### src/rtl/note_seq_pkg.sv
// Shared types and grid helpers for the 8x8 note step sequencer.
// A grid bit is addressed as row*8 + col.
package note_seq_pkg;

  localparam int NUM_ROWS = 8;
  localparam int NUM_COLS = 8;

  typedef enum logic [1:0] {
    IDLE = 2'd0,
    LOAD = 2'd1,
    EMIT = 2'd2,
    HOLD = 2'd3
  } seq_state_e;

  function automatic logic [5:0] note_bit(input logic [2:0] row, input logic [2:0] col);
    return (6'(row) * 6'd8) + 6'(col);
  endfunction

  // Bit r of the result is grid[row r, column col].
  function automatic logic [7:0] column_mask(input logic [63:0] grid, input logic [2:0] col);
    logic [7:0] mask;
    mask = 8'd0;
    for (int r = 0; r < NUM_ROWS; r++) begin
      mask[r] = grid[note_bit(3'(r), col)];
    end
    return mask;
  endfunction

endpackage

### src/rtl/note_row_picker.sv
// Lowest-set-bit encoder over an 8-bit row mask; also flags when exactly
// one bit is set so the caller can mark the final event of a step.
module note_row_picker (
  input  logic [7:0] mask,
  output logic [2:0] row,
  output logic       any,
  output logic       single_left
);

  // Scan from the top so the lowest set bit wins.
  always_comb begin
    row = 3'd0;
    for (int i = 7; i >= 0; i--) begin
      row = mask[i] ? 3'(i) : row;
    end
    any         = |mask;
    single_left = any && ((mask & (mask - 8'd1)) == 8'd0);
  end

endmodule

### src/rtl/note_step_sequencer.sv
// Plays the detector's 64-bit note grid as an 8-step sequencer, emitting one
// valid/ready event per set row of the current column.
module note_step_sequencer
  import note_seq_pkg::*;
#(
  parameter int STEP_CYCLES = 3125000,
  parameter int TIMER_W     = 24
) (
  input  logic        iCLK,
  input  logic        iRST_N,
  input  logic [63:0] iNote,
  input  logic        iEnable,
  input  logic        iEvt_ready,
  output logic        oEvt_valid,
  output logic [2:0]  oEvt_row,
  output logic        oEvt_last,
  output logic [2:0]  oStep,
  output logic [7:0]  oColumn,
  output logic        oBar,
  output logic        oOverrun
);

  localparam logic [TIMER_W-1:0] LAST_TICK = TIMER_W'(STEP_CYCLES - 1);

  seq_state_e         state_r, state_nxt_s;
  logic [TIMER_W-1:0] timer_r, timer_nxt_s, timer_inc_s;
  logic [2:0]         column_r, column_nxt_s;
  logic [63:0]        snapshot_r, snapshot_nxt_s;
  logic [7:0]         pending_r, pending_nxt_s;
  logic [7:0]         load_mask_s, accept_mask_s, pending_left_s;
  logic [2:0]         pick_row_s;
  logic               pick_any_s, pick_single_s;
  logic               valid_s, fire_s, expire_s, overrun_s;

  note_row_picker u_picker (
    .mask        (pending_r),
    .row         (pick_row_s),
    .any         (pick_any_s),
    .single_left (pick_single_s)
  );

  // Handshake, timer and column-mask helpers shared by the FSM and outputs.
  always_comb begin
    valid_s        = (state_r == EMIT) && pick_any_s;
    fire_s         = valid_s && iEvt_ready;
    expire_s       = (timer_r == LAST_TICK);
    timer_inc_s    = expire_s ? '0 : (timer_r + TIMER_W'(1));
    accept_mask_s  = fire_s ? (8'd1 << pick_row_s) : 8'd0;
    pending_left_s = pending_r & ~accept_mask_s;
    // Column 0 reads the grid directly so bar 0 plays what is being captured.
    load_mask_s    = column_mask((column_r == 3'd0) ? iNote : snapshot_r, column_r);
  end

  // Next-state logic for the step FSM.
  always_comb begin
    state_nxt_s    = state_r;
    timer_nxt_s    = timer_r;
    column_nxt_s   = column_r;
    snapshot_nxt_s = snapshot_r;
    pending_nxt_s  = pending_r;
    overrun_s      = 1'b0;
    if (!iEnable) begin
      state_nxt_s   = IDLE;
      timer_nxt_s   = '0;
      column_nxt_s  = 3'd0;
      pending_nxt_s = 8'd0;
    end else begin
      case (state_r)
        IDLE: begin
          state_nxt_s   = LOAD;
          timer_nxt_s   = '0;
          column_nxt_s  = 3'd0;
          pending_nxt_s = 8'd0;
        end
        LOAD: begin
          if (column_r == 3'd0) begin
            snapshot_nxt_s = iNote;
          end else begin
            snapshot_nxt_s = snapshot_r;
          end
          pending_nxt_s = load_mask_s;
          timer_nxt_s   = timer_inc_s;
          state_nxt_s   = (load_mask_s != 8'd0) ? EMIT : HOLD;
        end
        EMIT: begin
          timer_nxt_s   = timer_inc_s;
          pending_nxt_s = pending_left_s;
          if (expire_s) begin
            // A handshake in the expiry cycle still counts; anything left is lost.
            overrun_s     = (pending_left_s != 8'd0);
            pending_nxt_s = 8'd0;
            column_nxt_s  = column_r + 3'd1;
            state_nxt_s   = LOAD;
          end else if (pending_left_s == 8'd0) begin
            state_nxt_s = HOLD;
          end else begin
            state_nxt_s = EMIT;
          end
        end
        HOLD: begin
          timer_nxt_s = timer_inc_s;
          if (expire_s) begin
            column_nxt_s = column_r + 3'd1;
            state_nxt_s  = LOAD;
          end else begin
            state_nxt_s = HOLD;
          end
        end
        default: begin
          state_nxt_s   = IDLE;
          timer_nxt_s   = '0;
          column_nxt_s  = 3'd0;
          pending_nxt_s = 8'd0;
        end
      endcase
    end
  end

  // State, timer, column, snapshot and pending-row registers.
  always_ff @(posedge iCLK or negedge iRST_N) begin
    if (!iRST_N) begin
      state_r    <= IDLE;
      timer_r    <= '0;
      column_r   <= 3'd0;
      snapshot_r <= 64'd0;
      pending_r  <= 8'd0;
    end else begin
      state_r    <= state_nxt_s;
      timer_r    <= timer_nxt_s;
      column_r   <= column_nxt_s;
      snapshot_r <= snapshot_nxt_s;
      pending_r  <= pending_nxt_s;
    end
  end

  // Output decode; event fields are held at zero whenever no event is offered.
  always_comb begin
    oEvt_valid = valid_s;
    oEvt_row   = valid_s ? pick_row_s : 3'd0;
    oEvt_last  = valid_s && pick_single_s;
    oStep      = column_r;
    oBar       = (state_r == LOAD) && (column_r == 3'd0);
    oOverrun   = overrun_s;
    if (state_r == IDLE) begin
      oColumn = 8'd0;
    end else if (state_r == LOAD) begin
      oColumn = load_mask_s;
    end else begin
      oColumn = column_mask(snapshot_r, column_r);
    end
  end

endmodule

### config.mk
export PLATFORM = sky130hd
export DESIGN_NAME = note_step_sequencer
export DESIGN_NICKNAME = d
export VERILOG_FILES = /design/src/rtl/note_seq_pkg.sv /design/src/rtl/note_row_picker.sv /design/src/rtl/note_step_sequencer.sv
export SDC_FILE = /design/constraint.sdc
export NUM_CORES = 1
export LEC_CHECK = 0
export ABC_CLOCK_PERIOD_IN_PS = 4090
export BUFFER_PORTS_ARGS = -buffer_cell sky130_fd_sc_hd__buf_2
export CORE_ASPECT_RATIO = 0.75
export CORE_MARGIN = 10
export CORE_UTILIZATION = 50
export CTS_BUF_LIST = sky130_fd_sc_hd__clkbuf_4 sky130_fd_sc_hd__clkbuf_8
export DETAILED_ROUTE_END_ITERATION = 16
export GPL_ROUTABILITY_DRIVEN = 1
export PLACE_DENSITY = 0.8
export SETUP_SLACK_MARGIN = 0.1
export SLEW_MARGIN = 5
export SYNTH_ARGS = -nofsm -noshare
export SYNTH_HDL_FRONTEND = slang
export SYNTH_SLANG_ARGS = --single-unit
### constraint.sdc
create_clock -name iCLK -period 4.09 [get_ports iCLK]
set_input_delay 0.409 -clock iCLK [delete_from_list [all_inputs] [get_ports iCLK]]
set_output_delay 0.409 -clock iCLK [all_outputs]
set_load 0.02 [all_outputs]
==> impl_metrics.csv, run 1 <==
group,metric,value,unit
critical_path,path_cells,"nor2b_4 -> mux4_2 -> nor3_1 -> nor3_1 -> a21oi_1 -> nor2_1 -> buf_2",
critical_path,cpPeakStageDelay,0.73,ns
synth,async_reset_ff_frac,1.000,
global_routing,grt_pass1_wl,24670,µm
global_routing,grt_start_max_net_pins,74,
critical_path,worstPathArrival,3.06,ns
clocking,postCtsSetupBuffers,0,
synth,ys_seq_area_frac,0.4264,
hold_path,holdCritPathClass,"primary input to asynchronous set/reset pin",
detailed_routing,dr_wl_met2,6777,µm
sta,finalHoldViolations,0,
global_routing,grt_pass1_vias,4763,
detailed_routing,remaining_drc_errors,0,
global_routing,grt-ovfl-total,0,
detailed_routing,routedWlPerCell,19.35,µm
synth,synthesis.area,0.005927,mm²
synth,synth-edff-count,0,
detailed_routing,drtIter0Drc,457,
sta,rsz0062_at_grt,"no",
clocking,cts.sinks,101,
synth,ys.warnings.count,0,
sta,final_max_slew_viol_count,0,
sta,period_minus_slack,3.468,ns
sta,finalCritPeriodShare,0.8478,
sta,setup_viol,0,
job,drv_cap,0,
synth,syn-instance-count,547,
synth,ys_ff_latch,101,
detailed_routing,viasPerCell,6.045,
critical_path,critPathSlowestCell,"dfrtp_1",
outcome,status,"finished, final reports clean",
synth,synth_cell_types,60,
final_layout,diodes,0,
critical_path,crit_fanout,27,
clocking,holdBufCountCts,0,
clocking,h-tree-depth,3,
synth,synth_ff_type,"dfrtp_1",
detailed_routing,wl_met3,1169,µm
detailed_routing,dr_total_vias,4721,
sta,tightest_slew,1.159,ns
clocking,root_buffer,"clkbuf_8",
detailed_routing,first_pass_iters,6,
final_layout,area_growth,12.92,%
critical_path,crit_path_frequent_cell,"nor3_1",
clocking,cts.clk_slew.worst_paths,0.10,ns
clocking,cts_buffers,9,
place,numPortBuffers,85,
power,powerDensity,544.3,mW/mm²
floorplanning,core_area,0.01161,mm²
sta,tns,0,ns
detailed_routing,ant_nets,0,
critical_path,crit_required,3.68,ns
critical_path,end_kind,"output pin",
detailed_routing,highest_layer,"met4",
floorplanning,rows,34,
floorplanning,io_pins,86,
clocking,insertion_delay,0.38,ns
place,dp_hpwl,11090,µm
clocking,cts_tree,"yes",
floorplanning,die_area,0.01665,mm²
sta,final.setup_skew,0.01646,ns
floorplanning,die_y,114.3,µm
clocking,cts.path.max_buffers,2,
final_layout,final_nets,691,
synth,syn_avg_cell_area,10.84,µm²
critical_path,start_kind,"flip-flop",
place,place.gp.congestion,0.8856,
power,ir_drop,0.2500,mV
global_routing,grt_antenna_before_repair,0,
final_layout,drive_gt1_frac,0.3118,
critical_path,worst-setup-path-type,"flip-flop to output pin",
floorplanning,start_util,0.5103,
final_layout,final_area,0.006693,mm²
place,dpl_cell_area,0.006454,mm²
global_routing,grtUsageTotal,0.1814,
power,leakage,3.057,nW
sta,relSlewSlack,0.2166,
detailed_routing,route.layer.met1.wl,6886,µm
clocking,cts-resized-gates,0,
floorplanning,die_w,145.7,µm
detailed_routing,drt-total-wl,15110,µm
sta,max_clock_freq,288.4,MHz
synth,synth_fp_nets,623,
kinds of logic after synthesis:
kind of cell             Yosys count  share of synthesized area
multiplexers                     116                     0.2392
AO/OA/AOI/OAI                     85                     0.1068
AND/OR/NAND/NOR                  165                     0.1374
adder cells (fa/ha/maj)           12                    0.02364
buffers and inverters             45                    0.03251
flip-flops                       101                     0.4264
XOR/XNOR                          23                    0.03399
synth_stat cells, types with 10 or more instances:
library cell,number,area (µm²)
o21ai_0,17,85.08
inv_1,10,37.54
clkbuf_1,21,78.83
nor3_1,12,60.06
a22oi_1,11,82.58
dfrtp_1,101,2527
nand2_1,38,142.6
mux2_2,65,732.0
nand3_1,15,75.07
xor2_1,15,131.4
mux2i_1,37,370.4
nor2_1,52,195.2
mux4_2,14,315.3
per-layer routing:
layer,global-route usage,vias up
li1,-,2147
met1,0.2404,2336
met2,0.2808,213
met3,0.05095,25
met4,0.06317,0
met5,0,-
worst paths after layout:
kind | slack [ns] | depth (start not counted) | startpoint | end
worst min register to register | 0.46 | 1 | timer_r[0] | timer_r[0]
min in group iCLK | 0.25 | 2 | iNote[54] | snapshot_r[54]
worst max register to register | 1.02 | 6 | oStep[2] | state_r[0]
worst max-delay path | 0.62 | 7 | oStep[2] | oColumn[2]
max in group asynchronous | 2.97 | 2 | iRST_N | snapshot_r[18]
worst min-delay path | 0.18 | 1 | iRST_N | snapshot_r[21]
registers in the layout, indices dropped and copies added, names as in the netlist:
register and flops:
pending_r 8, oStep 3, snapshot_r 64, state_r 2, timer_r 24
layout make-up:
| cell class | instances | area (µm²) |
|---|---|---|
| clock inverters | 5 | 107.6 |
| clock buffers | 10 | 131.4 |
| multi-input cells | 401 | 3209 |
| well taps | 162 | 202.7 |
| flip-flops and latches | 101 | 2527 |
| repair buffers | 91 | 473.0 |
| fillers | 972 | 4921 |
| inverters | 11 | 41.29 |
metrics by stage:
step	utilization	setup WS [ns]	power [mW]	cells	hold WS (ns)
CTS	0.5763	0.6788	3.644	781	0.2044
detailed placement	0.5557	1.064	2.873	766	0.4492
floorplan	-	0.7105	2.491	547	0.1134
global placement	0.5557	1.104	2.804	766	0.4361
finish	0.5763	0.6224	3.643	781	0.1760
global route	0.5763	0.4314	3.858	781	0.2387
worst max-delay path, delay by kind of cell, from the launching register on:
family                 cells  cell delay, ns
DFF                        1            0.73
and+or+nand+nor            4            1.26
muxes                      1            0.35
buffers and inverters      1            0.17
AOI/OAI and AO/OA          1            0.16
power by group:
part | internal, mW | leakage [nW] | total, mW | switching [mW]
registers | 1.35 | 1.27 | 1.60 | 0.251
logic | 0.648 | 1.67 | 1.27 | 0.626
clock network | 0.414 | 0.120 | 0.771 | 0.357
cell usage in the layout (no fill, tap or decap), types with 5 or more instances in the layout:
cell,netlist,routed
a211oi_1,7,7
a21oi_1,9,9
a22o_1,5,5
a22oi_1,11,11
and2_1,7,7
buf_2,7,84
buf_4,0,7
clkbuf_8,0,9
dfrtp_1,101,101
ha_1,8,8
inv_1,10,10
mux2_2,65,65
mux2i_1,37,37
mux4_2,14,14
nand2_1,38,37
nand3_1,15,15
nand4_1,9,9
nor2_1,52,52
nor3_1,12,12
o21ai_0,17,17
o31a_1,6,6
xnor2_1,8,8
xor2_1,15,15
(Power assumes the default switching activity.)
==> run 2, diff against run 1 <==
--- a/config.mk
+++ b/config.mk
@@ -5,7 +5,7 @@
 export SDC_FILE = /design/constraint.sdc
 export NUM_CORES = 1
 export LEC_CHECK = 0
-export ABC_CLOCK_PERIOD_IN_PS = 4090
+export ABC_CLOCK_PERIOD_IN_PS = 3400
 export BUFFER_PORTS_ARGS = -buffer_cell sky130_fd_sc_hd__buf_2
 export CORE_ASPECT_RATIO = 0.75
 export CORE_MARGIN = 10
==> constraint.sdc (replaced) <==
create_clock -name iCLK -period 3.4 [get_ports iCLK]
set_input_delay 0.34 -clock iCLK [delete_from_list [all_inputs] [get_ports iCLK]]
set_output_delay 0.34 -clock iCLK [all_outputs]
set_load 0.02 [all_outputs]
==> run 2 against run 1 <==
Die area stayed put; sequential power rose by 21%; global-route usage up 0.26 points; via count hardly changed; largest power group unchanged; combinational power up 23%; first-iteration DRC count decreased by 4.2%; critical path type unchanged; largest cell class unchanged; utilization grew 0.80 points; setup slack lost 0.36 ns.
==> impl_metrics.csv, run 2 (synthesis results as in run 1) <==
group,metric,value,unit
outcome,status,"finished, final reports clean",
final_layout,multi_input_area,0.003227,mm²
critical_path,r2r_slack,0.51,ns
power,powerDensity,633.7,mW/mm²
critical_path,worstPathArrival,2.80,ns
critical_path,r2r_cells,9,
place,numPortBuffers,85,
clocking,cts.path.max_buffers,2,
critical_path,crit_fanout,8,
final_layout,final_cell_mix,"101 x dfrtp_1, 84 x buf_2, 65 x mux2_2",
critical_path,reg2reg_to,"state_r[0]",
clocking,root_buffer,"clkbuf_8",
sta,tns,0,ns
final_layout,final_nets,703,
clocking,holdBufCountCts,0,
final_layout,largest_reg_flops,64,
final_layout,largest-register,"snapshot_r",
hold_path,holdCritPathClass,"primary input to asynchronous set/reset pin",
floorplanning,die_w,145.7,µm
final_layout,area_growth,14.48,%
clocking,insertion_delay,0.38,ns
detailed_routing,drtIter0Drc,438,
floorplanning,io_pins,86,
detailed_routing,first_pass_iters,6,
clocking,cts.clk_slew.worst_paths,0.11,ns
sta,period_minus_slack,3.135,ns
place,dp_hpwl,11350,µm
global_routing,grt_start_max_net_pins,60,
sta,final_max_slew_viol_count,0,
clocking,h-tree-depth,3,
place,dp.cells,774,
detailed_routing,ant_nets,0,
global_routing,grt_antenna_before_repair,1,
floorplanning,core_area,0.01161,mm²
clocking,cts_tree,"yes",
sta,tightest_slew,1.073,ns
final_layout,finalCoreUtilization,0.5842,
critical_path,crit_required,3.06,ns
sta,max_clock_freq,318.9,MHz
clocking,cts.sinks,101,
floorplanning,die_y,114.3,µm
sta,setup_viol,0,
final_layout,fillerInstances,964,
final_layout,fin_cells,794,
final_layout,top_regs,"snapshot_r x64, timer_r x24, pending_r x8",
final_layout,regArea,0.002527,mm²
critical_path,end_kind,"output pin",
place,place.gp.congestion,0.9299,
sta,relSlewSlack,0.2744,
job,drv_cap,0,
detailed_routing,dr_total_vias,4720,
sta,finalHoldViolations,0,
power,leakage,3.103,nW
sta,final.setup_skew,0.009891,ns
global_routing,grtUsageTotal,0.1841,
global_routing,grt_pass1_vias,4738,
floorplanning,die_area,0.01665,mm²
detailed_routing,drt-total-wl,15480,µm
floorplanning,rows,34,
final_layout,diodes,0,
global_routing,grt-ovfl-total,0,
sta,finalCritPeriodShare,0.9222,
final_layout,drive_gt1_frac,0.3307,
final_layout,final_common_cell,"dfrtp_1",
detailed_routing,routedWlPerCell,19.49,µm
global_routing,grt_pass1_wl,25140,µm
detailed_routing,viasPerCell,5.945,
critical_path,worst-setup-path-type,"flip-flop to output pin",
sta,rsz0062_at_grt,"no",
critical_path,start_kind,"flip-flop",
power,ir_drop,0.2937,mV
clocking,cts_buffers,9,
critical_path,reg2reg_from,"oStep[1]",
detailed_routing,remaining_drc_errors,0,
floorplanning,start_util,0.5103,
==> run 2: cell types whose count changed in the layout (fill, tap and decap cells not counted) <==
cell       delta
clkbuf_4      -1
buf_4        +11
ha_2          +1
nor2_2        +1
buf_12        +1
ha_1          -2
clkinv_4      +1
nor2_1        -1
ha_4          +1
bufinv_16     -2
inv_8         +2
inv_6         +1
==> run 2: how the worst max path moves through the flow <==
stage             start    endpoint  slack (ns)  cells past startpoint
4_1_cts        oStep[1]  oColumn[3]        0.13                     10
5_1_grt        oStep[2]  oColumn[3]        0.11                      8
3_3_place_gp   oStep[1]  state_r[0]        0.51                      8
6_report       oStep[1]  oColumn[5]        0.26                      8
2_1_floorplan  oStep[0]  oColumn[3]        0.11                     11
3_5_place_dp   oStep[1]  state_r[0]        0.35                      8
==> run 2: area by class of cell <==
cell class	count	area share
clock buffer	9	0.01826
clock inverter	7	0.01291
inverter	11	0.006085
multi-input combinational	401	0.4756
sequential	101	0.3725
tap	162	0.02987
timing repair buffer	103	0.08482
==> run 2: critical path, cell delays in order (launching register included) <==
cell	delay [ns]
dfrtp_1	0.40
inv_1	0.14
ha_4	0.25
nor2b_4	0.26
buf_4	0.17
mux4_2	0.53
o31ai_1	0.33
nor3_1	0.14
buf_2	0.20
==> run 2: per-stage QoR <==
stage | cell area [µm²] | total power, mW | hold slack, ns | worst slack [ns]
2_1_floorplan | 5929 | 3.000 | 0.04441 | 0.1080
3_5_place_dp | 6529 | 3.481 | 0.4555 | 0.3532
6_report | 6785 | 4.300 | 0.009852 | 0.2647
4_1_cts | 6743 | 4.296 | 0.03094 | 0.1280
5_1_grt | 6785 | 4.548 | 0.05880 | 0.1144
3_3_place_gp | 6529 | 3.392 | 0.4404 | 0.5112
==> run 2: report_power, final <==
group / leakage (nW) / switching [mW] / internal [mW]
sequential: 1.27 / 0.307 / 1.62
combinational: 1.73 / 0.764 / 0.798
clock: 0.108 / 0.452 / 0.358
total: 3.10 / 1.52 / 2.78
==> run 2: what timing repair did <==
item | in CTS | in global routing
setup endpoints to repair | 4 | 5
gates resized for setup | 1 | 2
buffers inserted | 0 | 4
endpoints found under the hold margin | 0 | 0
gates cloned | 0 | 0
==> run 2: metal layers <==
layer	up-vias	GRT usage	routed length, µm
met3	29	0.05134	1156
met1	2333	0.2492	6978
met2	185	0.2817	7027
met4	2	0.05712	299
li1	2171	-	-
met5	-	0	13
==> run 3, diff against run 2 <==
--- a/config.mk
+++ b/config.mk
@@ -7,13 +7,15 @@
 export LEC_CHECK = 0
 export ABC_CLOCK_PERIOD_IN_PS = 3400
 export BUFFER_PORTS_ARGS = -buffer_cell sky130_fd_sc_hd__buf_2
+export CELL_PAD_IN_SITES_DETAIL_PLACEMENT = 0
+export CELL_PAD_IN_SITES_GLOBAL_PLACEMENT = 1
 export CORE_ASPECT_RATIO = 0.75
 export CORE_MARGIN = 10
-export CORE_UTILIZATION = 50
+export CORE_UTILIZATION = 47
 export CTS_BUF_LIST = sky130_fd_sc_hd__clkbuf_4 sky130_fd_sc_hd__clkbuf_8
 export DETAILED_ROUTE_END_ITERATION = 16
 export GPL_ROUTABILITY_DRIVEN = 1
-export PLACE_DENSITY = 0.8
+export PLACE_DENSITY = 0.92
 export SETUP_SLACK_MARGIN = 0.1
 export SLEW_MARGIN = 5
 export SYNTH_ARGS = -nofsm -noshare
==> run 3 against run 2 <==
The flow now finishes with violations (hold timing); die area is 5.4% higher; utilization is 3.4 points lower; critical path depth is 2 higher; critical path type unchanged; largest power group unchanged; count of clock-buffer cells in the layout stayed put; global-route usage is 0.76 points lower.
==> impl_metrics.csv, run 3 (synthesis results as in run 1) <==
group,metric,value,unit
floorplanning,io_pins,86,
sta,rsz0062_at_grt,"no",
sta,final.setup_skew,0.01294,ns
critical_path,worstPathArrival,2.72,ns
detailed_routing,first_pass_iters,6,
critical_path,end_kind,"output pin",
place,place_ws,0.5478,ns
critical_path,cp_top_family,"buffers and inverters",
final_layout,final_area,0.006773,mm²
detailed_routing,drt-total-wl,15290,µm
detailed_routing,dr_total_vias,4659,
critical_path,crit_required,3.06,ns
global_routing,grt-ovfl-total,0,
place,numPortBuffers,85,
critical_path,critPathSlowestCell,"nor3_1",
power,leakage,3.096,nW
floorplanning,die_area,0.01755,mm²
power,combPwrFrac,0.369,
detailed_routing,remaining_drc_errors,0,
detailed_routing,ant_nets,0,
clocking,insertion_delay,0.38,ns
place,dpl_cell_area,0.006519,mm²
sta,setup_viol,0,
clocking,cts.clk_slew.worst_paths,0.11,ns
critical_path,crit_fanout,24,
final_layout,diodes,0,
final_layout,final_nets,704,
critical_path,path_cells,"inv_1 -> ha_1 -> buf_4 -> mux2i_1 -> a22oi_1 -> o21ai_0 -> nor3_1 -> a21oi_1 -> nor2_2 -> buf_2",
sta,tightest_slew,1.121,ns
power,switchingPower,1.537,mW
floorplanning,core_area,0.01231,mm²
outcome,violations,"hold timing",
power,p_sw_frac,0.3628,
sta,period_minus_slack,3.058,ns
sta,finalCritPeriodShare,0.8994,
critical_path,cpPeakStageDelay,0.43,ns
sta,tns,0,ns
power,internal_power,2.699,mW
final_layout,final_cell_mix,"101 x dfrtp_1, 84 x buf_2, 65 x mux2_2",
final_layout,fillerInstances,1077,
global_routing,grt_start_max_net_pins,53,
clocking,cts.sinks,101,
critical_path,start_kind,"flip-flop",
final_layout,finalCoreUtilization,0.5504,
sta,finalHoldViolations,45,
sta,relSlewSlack,0.2419,
critical_path,worst-setup-path-type,"flip-flop to output pin",
final_layout,area_growth,14.27,%
floorplanning,die_y,117.3,µm
global_routing,grt_pass1_wl,24960,µm
floorplanning,die_w,149.7,µm
clocking,cts_tree,"yes",
global_routing,grt_pass1_vias,4700,
detailed_routing,routedWlPerCell,19.14,µm
sta,worst_slack,0.3421,ns
power,pwr-share-clk,0.177,
clocking,holdBufCountCts,0,
final_layout,final_common_cell,"dfrtp_1",
detailed_routing,viasPerCell,5.831,
place,dp_hpwl,11300,µm
power,seqPwrFrac,0.454,
power,ir_drop,0.3336,mV
final_layout,largest_reg_flops,64,
power,powerDensity,625.5,mW/mm²
hold_path,holdCritPathClass,"primary input to asynchronous set/reset pin",
global_routing,grtUsageTotal,0.1765,
sta,max_clock_freq,327.0,MHz
global_routing,grt_antenna_before_repair,0,
job,drv_cap,0,
clocking,h-tree-depth,3,
critical_path,critPathBufInv,3,
floorplanning,rows,35,
clocking,cts.path.max_buffers,2,
final_layout,largest-register,"snapshot_r",
detailed_routing,drtIter0Drc,297,
sta,final_max_slew_viol_count,0,
outcome,status,"complete, but fails checks",
floorplanning,start_util,0.4816,
clocking,root_buffer,"clkbuf_8",
clocking,cts_buffers,9,
place,place.gp.congestion,0.8657,
final_layout,top_regs,"snapshot_r x64, timer_r x24, pending_r x8",
sta,hold_ws,-0.01572,ns
final_layout,drive_gt1_frac,0.3302,
run 3: path summary, 6_finish.rpt:
kind | slack [ns] | end | cells past startpoint | startpoint
min reg2reg | 0.46 | timer_r[0] | 1 | timer_r[0]
max reg2reg | 0.63 | state_r[0] | 7 | oStep[0]
min | -0.02 | snapshot_r[24] | 1 | iRST_N
max in group asynchronous | 2.71 | timer_r[9] | 2 | iRST_N
min in group iCLK | 0.18 | snapshot_r[7] | 2 | iNote[7]
max | 0.34 | oColumn[2] | 10 | oStep[1]
run 3: timing repair:
item	4_1_cts	5_1_grt
setup buffers	0	7
resized for setup	0	1
endpoints found under the setup margin	0	2
run 3: cell type report:
type / count / area [µm²] / area share
clock buffer: 9 / 123.9 / 0.01829
clock inverter: 7 / 62.56 / 0.009237
inverter: 11 / 41.29 / 0.006096
multi-input combinational: 401 / 3214 / 0.4746
sequential: 101 / 2527 / 0.3732
tap: 166 / 207.7 / 0.03067
timing repair buffer: 104 / 595.6 / 0.08794
run 3: through the flow:
| step | instances | power [mW] | hold WS [ns] |
|---|---|---|---|
| floorplan | 547 | 3.000 | 0.04441 |
| global placement | 776 | 3.397 | 0.4031 |
| detailed placement | 776 | 3.494 | 0.4127 |
| CTS | 792 | 4.239 | 0.005924 |
| global route | 799 | 4.498 | 0.01849 |
| finish | 799 | 4.236 | -0.01572 |
run 3: power by group through the flow:
stage	Combinational, mW	Sequential [mW]	Clock (mW)
floorplan	1.18	1.82	0
global placement	1.50	1.90	0
detailed placement	1.55	1.94	0
CTS	1.56	1.91	0.762
global route	1.71	1.98	0.814
finish	1.56	1.92	0.752
run 3: layer usage:
metal,GRT usage,up-vias,routed length (µm)
li1,-,2168,-
met1,0.2385,2304,7028
met2,0.2727,175,6880
met3,0.05455,12,1260
met4,0.03941,0,125
met5,0,-,0
